## config.mk

```make
export PLATFORM = sky130hd
export DESIGN_NAME = mem_arbiter
export DESIGN_NICKNAME = d
export VERILOG_FILES = /design/src/rtl/mem_arb_pkg.sv /design/src/rtl/arb_pick.sv /design/src/rtl/mem_arbiter.sv
export SDC_FILE = /design/constraint.sdc
export NUM_CORES = 1
export LEC_CHECK = 0
export BUFFER_PORTS_ARGS = -buffer_cell sky130_fd_sc_hd__buf_2
export CAP_MARGIN = 20
export CORE_ASPECT_RATIO = 0.5
export CORE_MARGIN = 4
export CORE_UTILIZATION = 40
export CTS_CLUSTER_DIAMETER = 100
export DETAILED_ROUTE_END_ITERATION = 10
export PLACE_DENSITY = 0.73
export SLEW_MARGIN = 20
export SYNTH_ARGS = -nofsm -noshare
export SYNTH_HDL_FRONTEND = slang
export SYNTH_SLANG_ARGS = --single-unit
```

## constraint.sdc

```tcl
create_clock -name clk -period 2.5 [get_ports clk]
set_clock_uncertainty 0.2 [all_clocks]
set_input_delay 0.375 -clock clk [delete_from_list [all_inputs] [get_ports clk]]
set_output_delay 0.375 -clock clk [all_outputs]
set_load 0.005 [all_outputs]
```

## src/rtl/mem_arb_pkg.sv

```systemverilog
// Shared types and constants for the two-port data-memory arbiter.
// Latency: n/a (types only).
// Backpressure: n/a (types only).
//
// Contents: FSM state enum, requester index type, default memory depth.
package mem_arb_pkg;

    // Default number of data-memory words.
    localparam int unsigned MEM_ARB_DEPTH = 1024;

    typedef enum logic [1:0] {
        IDLE   = 2'd0,
        ACCESS = 2'd1,
        RESP   = 2'd2
    } arb_state_t;

    // Requester index: 0 = pipeline MEM stage, 1 = loader/DMA.
    typedef logic port_idx_t;

endpackage

```

## src/rtl/arb_pick.sv

```systemverilog
// Tie resolver between the two requesters of mem_arbiter.
// Latency: purely combinational.
// Backpressure: none; the loser simply keeps its request asserted.
//
// Ports: req0/req1 requests, last_grant previously served port, winner chosen port.
// Macro MEM_ARB_RR_EN: defined -> ties alternate (round-robin),
//                      undefined -> ties always go to port 0.
module arb_pick
    import mem_arb_pkg::*;
(
    input  logic      req0,
    input  logic      req1,
    input  port_idx_t last_grant,
    output port_idx_t winner
);

    always_comb begin
        // With no request the choice is irrelevant; keep the previous grant.
        winner = last_grant;
`ifdef MEM_ARB_RR_EN
        if (req0 && req1) begin
            winner = ~last_grant;
        end else if (req0) begin
            winner = 1'b0;
        end else if (req1) begin
            winner = 1'b1;
        end
`else
        if (req0) begin
            winner = 1'b0;
        end else if (req1) begin
            winner = 1'b1;
        end
`endif
    end

endmodule

```

## src/rtl/mem_arbiter.sv

```systemverilog
// Two-requester arbiter in front of a single-port data memory.
// Latency: fixed 3 cycles, request sampled in IDLE -> ack pulse two cycles later.
// Backpressure: requesters hold req/we/addr/wdata until their ack; requests seen
//               outside IDLE simply wait.
//
// Ports: clk, reset (sync, active high); req/we/addr/wdata per requester in,
//        ack/err/rdata per requester out; data_address/data/MemRead/MemWrite to
//        the memory, MemOut from it.
// Macro MEM_ARB_RR_EN: round-robin tie break (otherwise port 0 always wins ties).
module mem_arbiter
    import mem_arb_pkg::*;
#(
    parameter int unsigned DEPTH = MEM_ARB_DEPTH
)
(
    input  logic        clk,
    input  logic        reset,
    input  logic        req0,
    input  logic        req1,
    input  logic        we0,
    input  logic        we1,
    input  logic [31:0] addr0,
    input  logic [31:0] addr1,
    input  logic [31:0] wdata0,
    input  logic [31:0] wdata1,
    output logic        ack0,
    output logic        ack1,
    output logic        err0,
    output logic        err1,
    output logic [31:0] rdata0,
    output logic [31:0] rdata1,
    output logic [31:0] data_address,
    output logic [31:0] data,
    output logic        MemRead,
    output logic        MemWrite,
    input  logic [31:0] MemOut
);

    localparam logic [31:0] LP_DEPTH = 32'(DEPTH);

    arb_state_t  r_state;
    arb_state_t  w_next_state;
    port_idx_t   r_win;
    port_idx_t   w_pick;
    port_idx_t   w_last;
    logic        r_we;
    logic [31:0] r_addr;
    logic [31:0] r_wdata;
    logic [31:0] r_rdata0;
    logic [31:0] r_rdata1;
    logic        w_in_range;
    logic        w_any_req;
    logic [31:0] w_rd_val;

    assign w_any_req  = req0 | req1;
    assign w_in_range = (r_addr < LP_DEPTH);
    // Writes and out-of-range accesses return zero.
    assign w_rd_val   = (!r_we && w_in_range) ? MemOut : 32'h0;

`ifdef MEM_ARB_RR_EN
    port_idx_t r_last;

    always_ff @(posedge clk) begin
        if (reset) begin
            r_last <= 1'b1;
        end else if (r_state == IDLE && w_any_req) begin
            r_last <= w_pick;
        end
    end

    assign w_last = r_last;
`else
    assign w_last = 1'b0;
`endif

    arb_pick u_pick (
        .req0       (req0),
        .req1       (req1),
        .last_grant (w_last),
        .winner     (w_pick)
    );

    // State register.
    always_ff @(posedge clk) begin
        if (reset) begin
            r_state <= IDLE;
        end else begin
            r_state <= w_next_state;
        end
    end

    // Next state and memory/response strobes. Every strobe is gated by reset
    // so an access interrupted by reset never touches memory or acks.
    always_comb begin
        w_next_state = r_state;
        MemRead      = 1'b0;
        MemWrite     = 1'b0;
        ack0         = 1'b0;
        ack1         = 1'b0;
        err0         = 1'b0;
        err1         = 1'b0;
        case (r_state)
            IDLE: begin
                if (w_any_req) begin
                    w_next_state = ACCESS;
                end
            end
            ACCESS: begin
                w_next_state = RESP;
                MemRead      = ~r_we & w_in_range & ~reset;
                MemWrite     =  r_we & w_in_range & ~reset;
            end
            RESP: begin
                w_next_state = IDLE;
                ack0         = ~reset & (r_win == 1'b0);
                ack1         = ~reset & (r_win == 1'b1);
                err0         = ack0 & ~w_in_range;
                err1         = ack1 & ~w_in_range;
            end
            default: begin
                w_next_state = IDLE;
            end
        endcase
    end

    // Request capture and per-port read data.
    always_ff @(posedge clk) begin
        if (reset) begin
            r_win    <= 1'b0;
            r_we     <= 1'b0;
            r_addr   <= 32'h0;
            r_wdata  <= 32'h0;
            r_rdata0 <= 32'h0;
            r_rdata1 <= 32'h0;
        end else begin
            if (r_state == IDLE && w_any_req) begin
                r_win   <= w_pick;
                r_we    <= w_pick ? we1    : we0;
                r_addr  <= w_pick ? addr1  : addr0;
                r_wdata <= w_pick ? wdata1 : wdata0;
            end
            if (r_state == ACCESS) begin
                if (r_win) begin
                    r_rdata1 <= w_rd_val;
                end else begin
                    r_rdata0 <= w_rd_val;
                end
            end
        end
    end

    assign data_address = r_addr;
    assign data         = r_wdata;
    assign rdata0       = r_rdata0;
    assign rdata1       = r_rdata1;

endmodule
```

==> results of run 1 <==
==> cell type report <==
| cell class | instances | share of cell area [%] |
|---|---|---|
| Sequential cell | 132 | 33.7 |
| Clock buffer | 22 | 5.78 |
| Multi-Input combinational cell | 448 | 35.0 |
| Timing Repair Buffer | 313 | 21.1 |
| Inverter | 1 | 0.0478 |
| Clock inverter | 9 | 1.35 |
| Tap cell | 192 | 3.06 |
==> cells by family after synthesis <==
group / count (synthesis)
AND/OR/NAND/NOR: 252
flip-flops: 132
AO/OA/AOI/OAI: 131
buffers and inverters: 67
multiplexers: 65
==> worst max path at each step <==
stage | slack [ns] | to | cells after the start | from
floorplan | 0.44 | MemRead | 5 | data_address[16]$_SDFFE_PP0P_
global placement | 0.35 | rdata1[9]$_SDFFE_PP0P_ | 5 | data_address[16]$_SDFFE_PP0P_
detailed placement | 0.31 | rdata1[12]$_SDFFE_PP0P_ | 5 | data_address[16]$_SDFFE_PP0P_
CTS | 0.02 | MemRead | 5 | data_address[16]$_SDFFE_PP0P_
global route | -0.01 | MemRead | 5 | data_address[16]$_SDFFE_PP0P_
finish | 0.08 | MemRead | 5 | data_address[16]$_SDFFE_PP0P_
==> through the flow <==
| step | hold slack [ns] | util (%) | instances |
|---|---|---|---|
| 2_1_floorplan | 0.248 | - | 647 |
| 4_1_cts | 0.00898 | 57.3 | 1117 |
| 5_1_grt | 0.0175 | 57.3 | 1117 |
| 6_report | 0.0256 | 57.3 | 1117 |
| 3_3_place_gp | 0.237 | 53.1 | 1086 |
| 3_5_place_dp | 0.242 | 53.1 | 1086 |
==> state kept, by name (all words and copies together) (netlist names) <==
name,cells
data,32
rdata1,32
rdata0,32
data_address,32
r_win,1
r_we,1
r_state,2
==> power breakdown <==
part	leakage (nW)	total, mW	switching (mW)	internal, mW
Combinational	2.16	0.874	0.499	0.375
Clock	0.266	2.36	0.877	1.49
Sequential	1.08	2.32	0.0841	2.23
Total	3.51	5.55	1.46	4.09
==> cells in the final DEF, fill, tap and decap left out, drive strengths merged <==
cell | synthesis | final
bufinv | 0 | 2
nand2 | 66 | 66
and2 | 2 | 2
nor2b | 33 | 33
clkinv | 0 | 4
nand2b | 2 | 2
nor2 | 72 | 72
mux2i | 65 | 65
buf | 19 | 313
nor4 | 6 | 6
a21oi | 65 | 65
clkbuf | 47 | 22
and4 | 1 | 1
or2 | 1 | 1
or4 | 1 | 1
and3 | 2 | 2
inv | 1 | 1
clkinvlp | 0 | 3
nor3 | 2 | 2
dfxtp | 132 | 132
a211oi | 66 | 66
nand4 | 64 | 64
==> worst max-delay path, cell delays in order (launching register included) <==
cell	delay, ns
dfxtp_2	0.32
or4_4	0.54
nor3_4	0.15
nand2_2	0.10
nor4_2	0.20
buf_2	0.15
==> timing repair <==
item / in CTS / in global routing
endpoints found under the setup margin: 1 / 1
resized for setup: 1 / 3
endpoints found under the hold margin: 0 / 0
setup buffers: 0 / 0
==> routing by layer <==
layer / GRT usage, % / vias up / wire, µm
met1: 25.2 / 2627 / 7360
met3: 4.78 / 29 / 951
li1: - / 2857 / -
met2: 36.8 / 186 / 9010
met4: 7.13 / 0 / 327
met5: 0 / - / 0
==> results.yml, run 1 <==
synthesis:
  synth-main-ff-cell: "dfxtp_1"
  ys_top_cells_by_count: "dfxtp_1, nor2_1, a211oi_1, nand2_1"
  synth_fa_ha_area_share_pct: 0
  yosysSeqAreaShare_pct: 46.6
  synth_top_family_by_area: "simple AND/OR/NAND/NOR gates"
  ys_types: 23
  synth_cells: 647
  synth_area_um2: 5670
  synth_simple_gate_area_share_pct: 21.9
  yosys_warnings: 0
  synthDominantCellAreaShare_pct: 46.6
  synth_edf_count: 0
  synth-xor-area-share_pct: 0
  synth_area_leaders: "dfxtp_1, mux2i_1, a211oi_1"
  syn_nets: 813
  synth.most_common_cell: "dfxtp_1"
  yosysTopAreaCell: "dfxtp_1"
  ys_seq_elements: 132
  synthMuxAreaShare_pct: 11.5
  syn_area_per_cell_um2: 8.76
  synthArstFlopShare_pct: 0
  synth_compound_area_share_pct: 14.5
pwr:
  power_mw: 5.55
  p_leak_nw: 3.51
  power_density_nw_per_um2: 707
  vdd_ir_drop_max_mv: 0.449
floorplanning:
  io-pin-count: 300
  die_w_um: 176
  rows: 30
  design.core.area_um2: 13700
  die_y_um: 92.2
  dieArea_um2: 16300
  initial_core_util_pct: 41.4
timing:
  worstMarginPinSlew_ns: 0.867
  min_period_ns: 2.42
  rsz0062_at_grt: "true"
  relSlewSlack_pct: 42.2
  setup_slack_ns: 0.0775
  slew_viol_final: 0
  finalSetupViolations: 0
  finalCritPeriodShare_pct: 96.9
  fmax_mhz: 413
  hold_violations: 0
  tns_ns: 0
detailed_routing:
  num_vias: 5699
  postRouteAntennaNets: 0
  drt_iter0_drc: 280
  post_drt_wl_per_cell_um: 15.8
  routed_wl_mm: 17.6
  drtPass1Iterations: 5
  drc_errors: 0
  vias_per_cell: 5.10
place:
  place_area_um2: 7280
  hpwl_mm: 12.8
  dp_slack_ns: 0.313
  portBuffers: 299
  routabilityCongestion: 0.858
global_route:
  grt_pass1_wl_mm: 27.8
  antenna_found_initial: 0
  overflow: 0
  grt_max_degree: 81
  grt_usage_pct: 20.9
  grt_pass1_vias: 5541
cells_and_area:
  area_growth_pct: 38.6
  diodes: 0
  seqCellArea_um2: 2640
  final_cell_area_um2: 7860
  drive_above_1_share_pct: 38.1
  fillers: 1277
  multiInputGateArea_um2: 2750
  fin_nets: 1079
clocking:
  clk_latency_ns: 0.40
  cts_hold_buf: 0
  clk_pin_slew_ns: 0.05
  clkSinkCount: 132
  cts_buffer_depth: 2
  h-tree-depth: 4
  root_buffer: "clkbuf_16"
  cts_tree: "yes"
  cts_buffers: 17
critical_path:
  reg2reg_setup_slack_ns: 0.19
  worstRegToRegCells: 5
  worstPathMaxFanout: 4
  cp.arrival_ns: 1.85
  regToRegEndpoint: "rdata0[6]$_SDFFE_PP0P_"
  crit_required_ns: 1.92
  critPathKind: "flip-flop to primary output"
  crit_path_start_kind: "flip-flop"
  reg2reg_from: "data_address[16]$_SDFFE_PP0P_"
  endpoint_kind: "primary output"
min_path:
  whs_path_depth: 2
  min_from: "req0"
  hp-class: "primary input to flip-flop"
  hold_path_end: "r_win$_SDFFE_PP0P_"
job:
  max_cap_viol_count: 0
run_status:
  outcome: "finished clean"
No activity file was read; power rests on OpenSTA's default activity.
==> run 2: changes to the inputs <==
Settings changed: PLACE_DENSITY 0.73 to 0.76.
Clock period 2.5 ns to 2.1 ns, I/O delays scaled along.
==> results.yml, run 2 (synthesized netlist as in run 1, its figures left out) <==
timing:
  hold_ws_ns: 0.0474
  worstMarginPinSlew_ns: 0.648
  slew_viol_final: 0
  rsz0062_at_grt: "true"
  min_period_ns: 2.39
  finalCritPeriodShare_pct: 114
  setup_slack_ns: -0.293
  finalSetupViolations: 5
  relSlewSlack_pct: 56.8
  hold_violations: 0
  fmax_mhz: 418
detailed_routing:
  vias_per_cell: 5.26
  drc_errors: 0
  drt_iter0_drc: 370
  routed_wl_mm: 19.1
  post_drt_wl_per_cell_um: 16.9
  postRouteAntennaNets: 0
  num_vias: 5969
  drtPass1Iterations: 5
clocking:
  clk_latency_ns: 0.40
  cts_tree: "yes"
  h-tree-depth: 4
  clkSinkCount: 132
  clk_pin_slew_ns: 0.06
  cts_buffer_depth: 2
  root_buffer: "clkbuf_16"
  cts_buffers: 17
cells_and_area:
  seqCellArea_um2: 2650
  final_cell_area_um2: 8110
  fin_nets: 1095
  fin_util_pct: 59.2
  drive_above_1_share_pct: 39.9
  final_cell_mix: "buf_2, dfxtp_1, nor2_1, a211oi_1"
  multiInputGateArea_um2: 2780
  fillers: 1232
  area_growth_pct: 43.2
  layout_commonest_cell: "buf_2"
floorplanning:
  dieArea_um2: 16300
  rows: 30
  io-pin-count: 300
  die_y_um: 92.2
  design.core.area_um2: 13700
  die_w_um: 176
  initial_core_util_pct: 41.4
run_status:
  violations: "setup timing"
  outcome: "complete, but fails checks"
place:
  portBuffers: 299
  hpwl_mm: 13.0
  place_area_um2: 7340
  routabilityCongestion: 0.837
global_route:
  grt_pass1_vias: 5683
  antenna_found_initial: 1
  grt_pass1_wl_mm: 28.5
  grt_usage_pct: 21.4
  grt_max_degree: 131
  overflow: 0
critical_path:
  cp.arrival_ns: 1.88
  crit_path_start_kind: "flip-flop"
  endpoint_kind: "primary output"
  critPathKind: "flip-flop to primary output"
  crit_required_ns: 1.58
  worstPathMaxFanout: 2
pwr:
  p_leak_nw: 3.62
  vdd_ir_drop_max_mv: 0.569
  power_density_nw_per_um2: 843
job:
  max_cap_viol_count: 0
min_path:
  hp-class: "primary input to flip-flop"
run 2: worst paths after layout:
kind	end	from	cells past startpoint	slack, ns
max	MemRead	data_address[16]$_SDFFE_PP0P_	5	-0.29
min	data[6]$_SDFFE_PP0P_	wdata0[6]	3	0.05
max reg2reg	rdata0[22]$_SDFFE_PP0P_	data_address[16]$_SDFFE_PP0P_	6	0.07
min reg2reg	rdata0[22]$_SDFFE_PP0P_	rdata0[22]$_SDFFE_PP0P_	2	0.25
run 2: area by class of cell:
type / instances / share of cell area, %
multi-input combinational: 448 / 34.3
sequential: 132 / 32.6
timing repair buffer: 329 / 23.0
clock buffer: 19 / 5.46
tap: 192 / 2.96
clock inverter: 12 / 1.65
inverter: 1 / 0.0463
antenna: 1 / 0.0308
run 2: routing by layer:
metal | vias to the layer above | routed length (µm) | track usage (%)
met5 | - | 0 | 0
met4 | 0 | 339 | 6.61
met3 | 31 | 1070 | 4.12
met2 | 218 | 10000 | 38.1
met1 | 2824 | 7680 | 26.2
li1 | 2896 | - | -
run 2: through the flow:
step / setup slack [ns] / TNS, ns / total power [mW] / instances
after floorplan: 0.0980 / 0 / 3.41 / 647
after CTS: -0.293 / -8.96 / 6.80 / 1132
after global placement: 0.101 / 0 / 3.85 / 1094
final: -0.293 / -1.10 / 6.84 / 1134
after global routing: -0.362 / -2.96 / 7.14 / 1134
after detailed placement: 0.0878 / 0 / 3.88 / 1094
run 2: where the power goes:
part           leakage [nW]  internal [mW]  switching [mW]
Clock                 0.267           1.77            1.11
Combinational          2.27          0.535           0.665
Sequential             1.08           2.66          0.0951
Total                  3.62           4.97            1.87
run 2: worst max-delay path, cell delays in order (launching register included):
cell and delay [ns]:
dfxtp_2 0.32, or4_4 0.53, nor3_4 0.15, nand2_2 0.10
nor4_2 0.22, buf_2 0.16
run 2: timing repair:
| action | CTS | global route |
|---|---|---|
| setup buffers | 4 | 0 |
| resized for setup | 4 | 15 |
| cloned | 0 | 5 |
| hold buffers | 3 | 0 |
| endpoints found under the setup margin | 4 | 67 |
| pin swaps | 37 | 1 |
| hold endpoints to repair | 4 | 0 |
==> run 3: changes to the inputs <==
==> constraint.sdc (replaced) <==
create_clock -name clk -period 2.1 [get_ports clk]
set_clock_uncertainty 0.2 [all_clocks]
set_input_delay 0.42 -clock clk [delete_from_list [all_inputs] [get_ports clk]]
set_output_delay 0.42 -clock clk [all_outputs]
set_load 0.005 [all_outputs]
==> results.yml, run 3 (synthesized netlist as in run 1, its figures left out) <==
floorplanning:
  dieArea_um2: 16300
  io-pin-count: 300
  rows: 30
  die_y_um: 92.2
  die_w_um: 176
  initial_core_util_pct: 41.4
  design.core.area_um2: 13700
place:
  placed_cells: 1094
  routabilityCongestion: 0.864
  dp_slack_ns: -0.00602
  hpwl_mm: 13.1
  portBuffers: 299
clocking:
  cts_buffers: 17
  clkSinkCount: 132
  root_buffer: "clkbuf_16"
  cts_tree: "yes"
  h-tree-depth: 4
  clk_latency_ns: 0.40
  clk_pin_slew_ns: 0.06
  cts_buffer_depth: 2
  cts_hold_buf: 0
global_route:
  overflow: 0
  grt_pass1_vias: 5725
  grt_pass1_wl_mm: 28.5
  grt_max_degree: 97
  antenna_found_initial: 2
  grt_usage_pct: 21.3
detailed_routing:
  drc_errors: 0
  routed_wl_mm: 18.3
  drt_iter0_drc: 304
  num_vias: 5827
  drtPass1Iterations: 4
  postRouteAntennaNets: 0
  post_drt_wl_per_cell_um: 16.2
  vias_per_cell: 5.15
pwr:
  vdd_ir_drop_max_mv: 0.517
  power_mw: 7.24
  clkPwrFrac_pct: 45.7
  p_seq_share_pct: 38.0
  power_density_nw_per_um2: 884
  p_leak_nw: 3.67
  power.share.switching_pct: 25.3
  switchingPower_mw: 1.83
  combPwrFrac_pct: 16.3
  intPower_mw: 5.41
cells_and_area:
  area_growth_pct: 44.5
  fin_nets: 1091
  multiInputGateArea_um2: 2760
  seqCellArea_um2: 2640
  final_cell_mix: "buf_2, dfxtp_1, nor2_1, a211oi_1"
  final_cells: 1131
  fillers: 1224
  drive_above_1_share_pct: 39.3
  layout_commonest_cell: "buf_2"
timing:
  hold_ws_ns: 0.0723
  hold_violations: 0
  min_period_ns: 2.43
  setup_slack_ns: -0.330
  relSlewSlack_pct: 66.5
  slew_viol_final: 0
  worstMarginPinSlew_ns: 0.499
  finalCritPeriodShare_pct: 116
  finalSetupViolations: 4
  fmax_mhz: 412
  rsz0062_at_grt: "true"
  tns_ns: -1.24
critical_path:
  critPathBufInv: 1
  crit_required_ns: 1.48
  critPathKind: "flip-flop to primary output"
  crit_path_start_kind: "flip-flop"
  endpoint_kind: "primary output"
  crit_family: "simple AND/OR/NAND/NOR gates"
  max_stage_delay_ns: 0.55
  cpMaxStageDelayCell: "or4_4"
  worstPathMaxFanout: 4
  path_cells: "or4_4, nor3_4, nand2_2, nor4_4, buf_2"
  cp.arrival_ns: 1.81
job:
  max_cap_viol_count: 0
min_path:
  hp-class: "primary input to flip-flop"
run_status:
  violations: "setup timing"
  outcome: "complete, but fails checks"
run 3: repair_timing:
action | in CTS | in global routing
cloned | 0 | 3
pin swaps | 1 | 1
setup buffers | 2 | 1
gates resized for setup | 6 | 9
endpoints found under the setup margin | 9 | 67
run 3: final cells by class:
class,count,area share [%]
Clock inverter,11,2.41
Multi-Input combinational cell,448,33.7
Timing Repair Buffer,325,22.8
Sequential cell,132,32.3
Clock buffer,21,5.75
Antenna cell,1,0.0306
Inverter,1,0.0458
Tap cell,192,2.93
run 3: stage by stage:
stage | instance area [µm²] | util (%)
CTS | 8080 | 59.0
global placement | 7380 | 53.9
finish | 8190 | 59.8
floorplan | 5670 | -
detailed placement | 7380 | 53.9
global route | 8190 | 59.8
run 3: layer usage:
| layer | vias up | track usage, % | part of all wire [%] |
|---|---|---|---|
| li1 | 2891 | - | - |
| met1 | 2666 | 25.4 | 41 |
| met2 | 222 | 37.4 | 50 |
| met3 | 46 | 4.74 | 6.1 |
| met4 | 2 | 7.98 | 2.8 |
| met5 | - | 0 | 0.071 |
run 3: power groups by stage:
stage / registers (mW) / logic, mW / clock network [mW]
final: 2.75 / 1.18 / 3.31
after global routing: 2.77 / 1.29 / 3.49
after CTS: 2.75 / 1.11 / 3.36
after detailed placement: 2.80 / 1.08 / 0
after global placement: 2.80 / 1.06 / 0
after floorplan: 2.81 / 0.601 / 0
run 3: final timing paths:
path | from | endpoint | slack [ns] | depth (start not counted)
worst min-delay path | req0 | r_win$_SDFFE_PP0P_ | 0.07 | 2
worst max-delay path | data_address[16]$_SDFFE_PP0P_ | MemRead | -0.33 | 5
worst min register to register | rdata0[21]$_SDFFE_PP0P_ | rdata0[21]$_SDFFE_PP0P_ | 0.25 | 2
worst max register to register | data_address[23]$_SDFFE_PP0P_ | rdata1[28]$_SDFFE_PP0P_ | 0.10 | 5
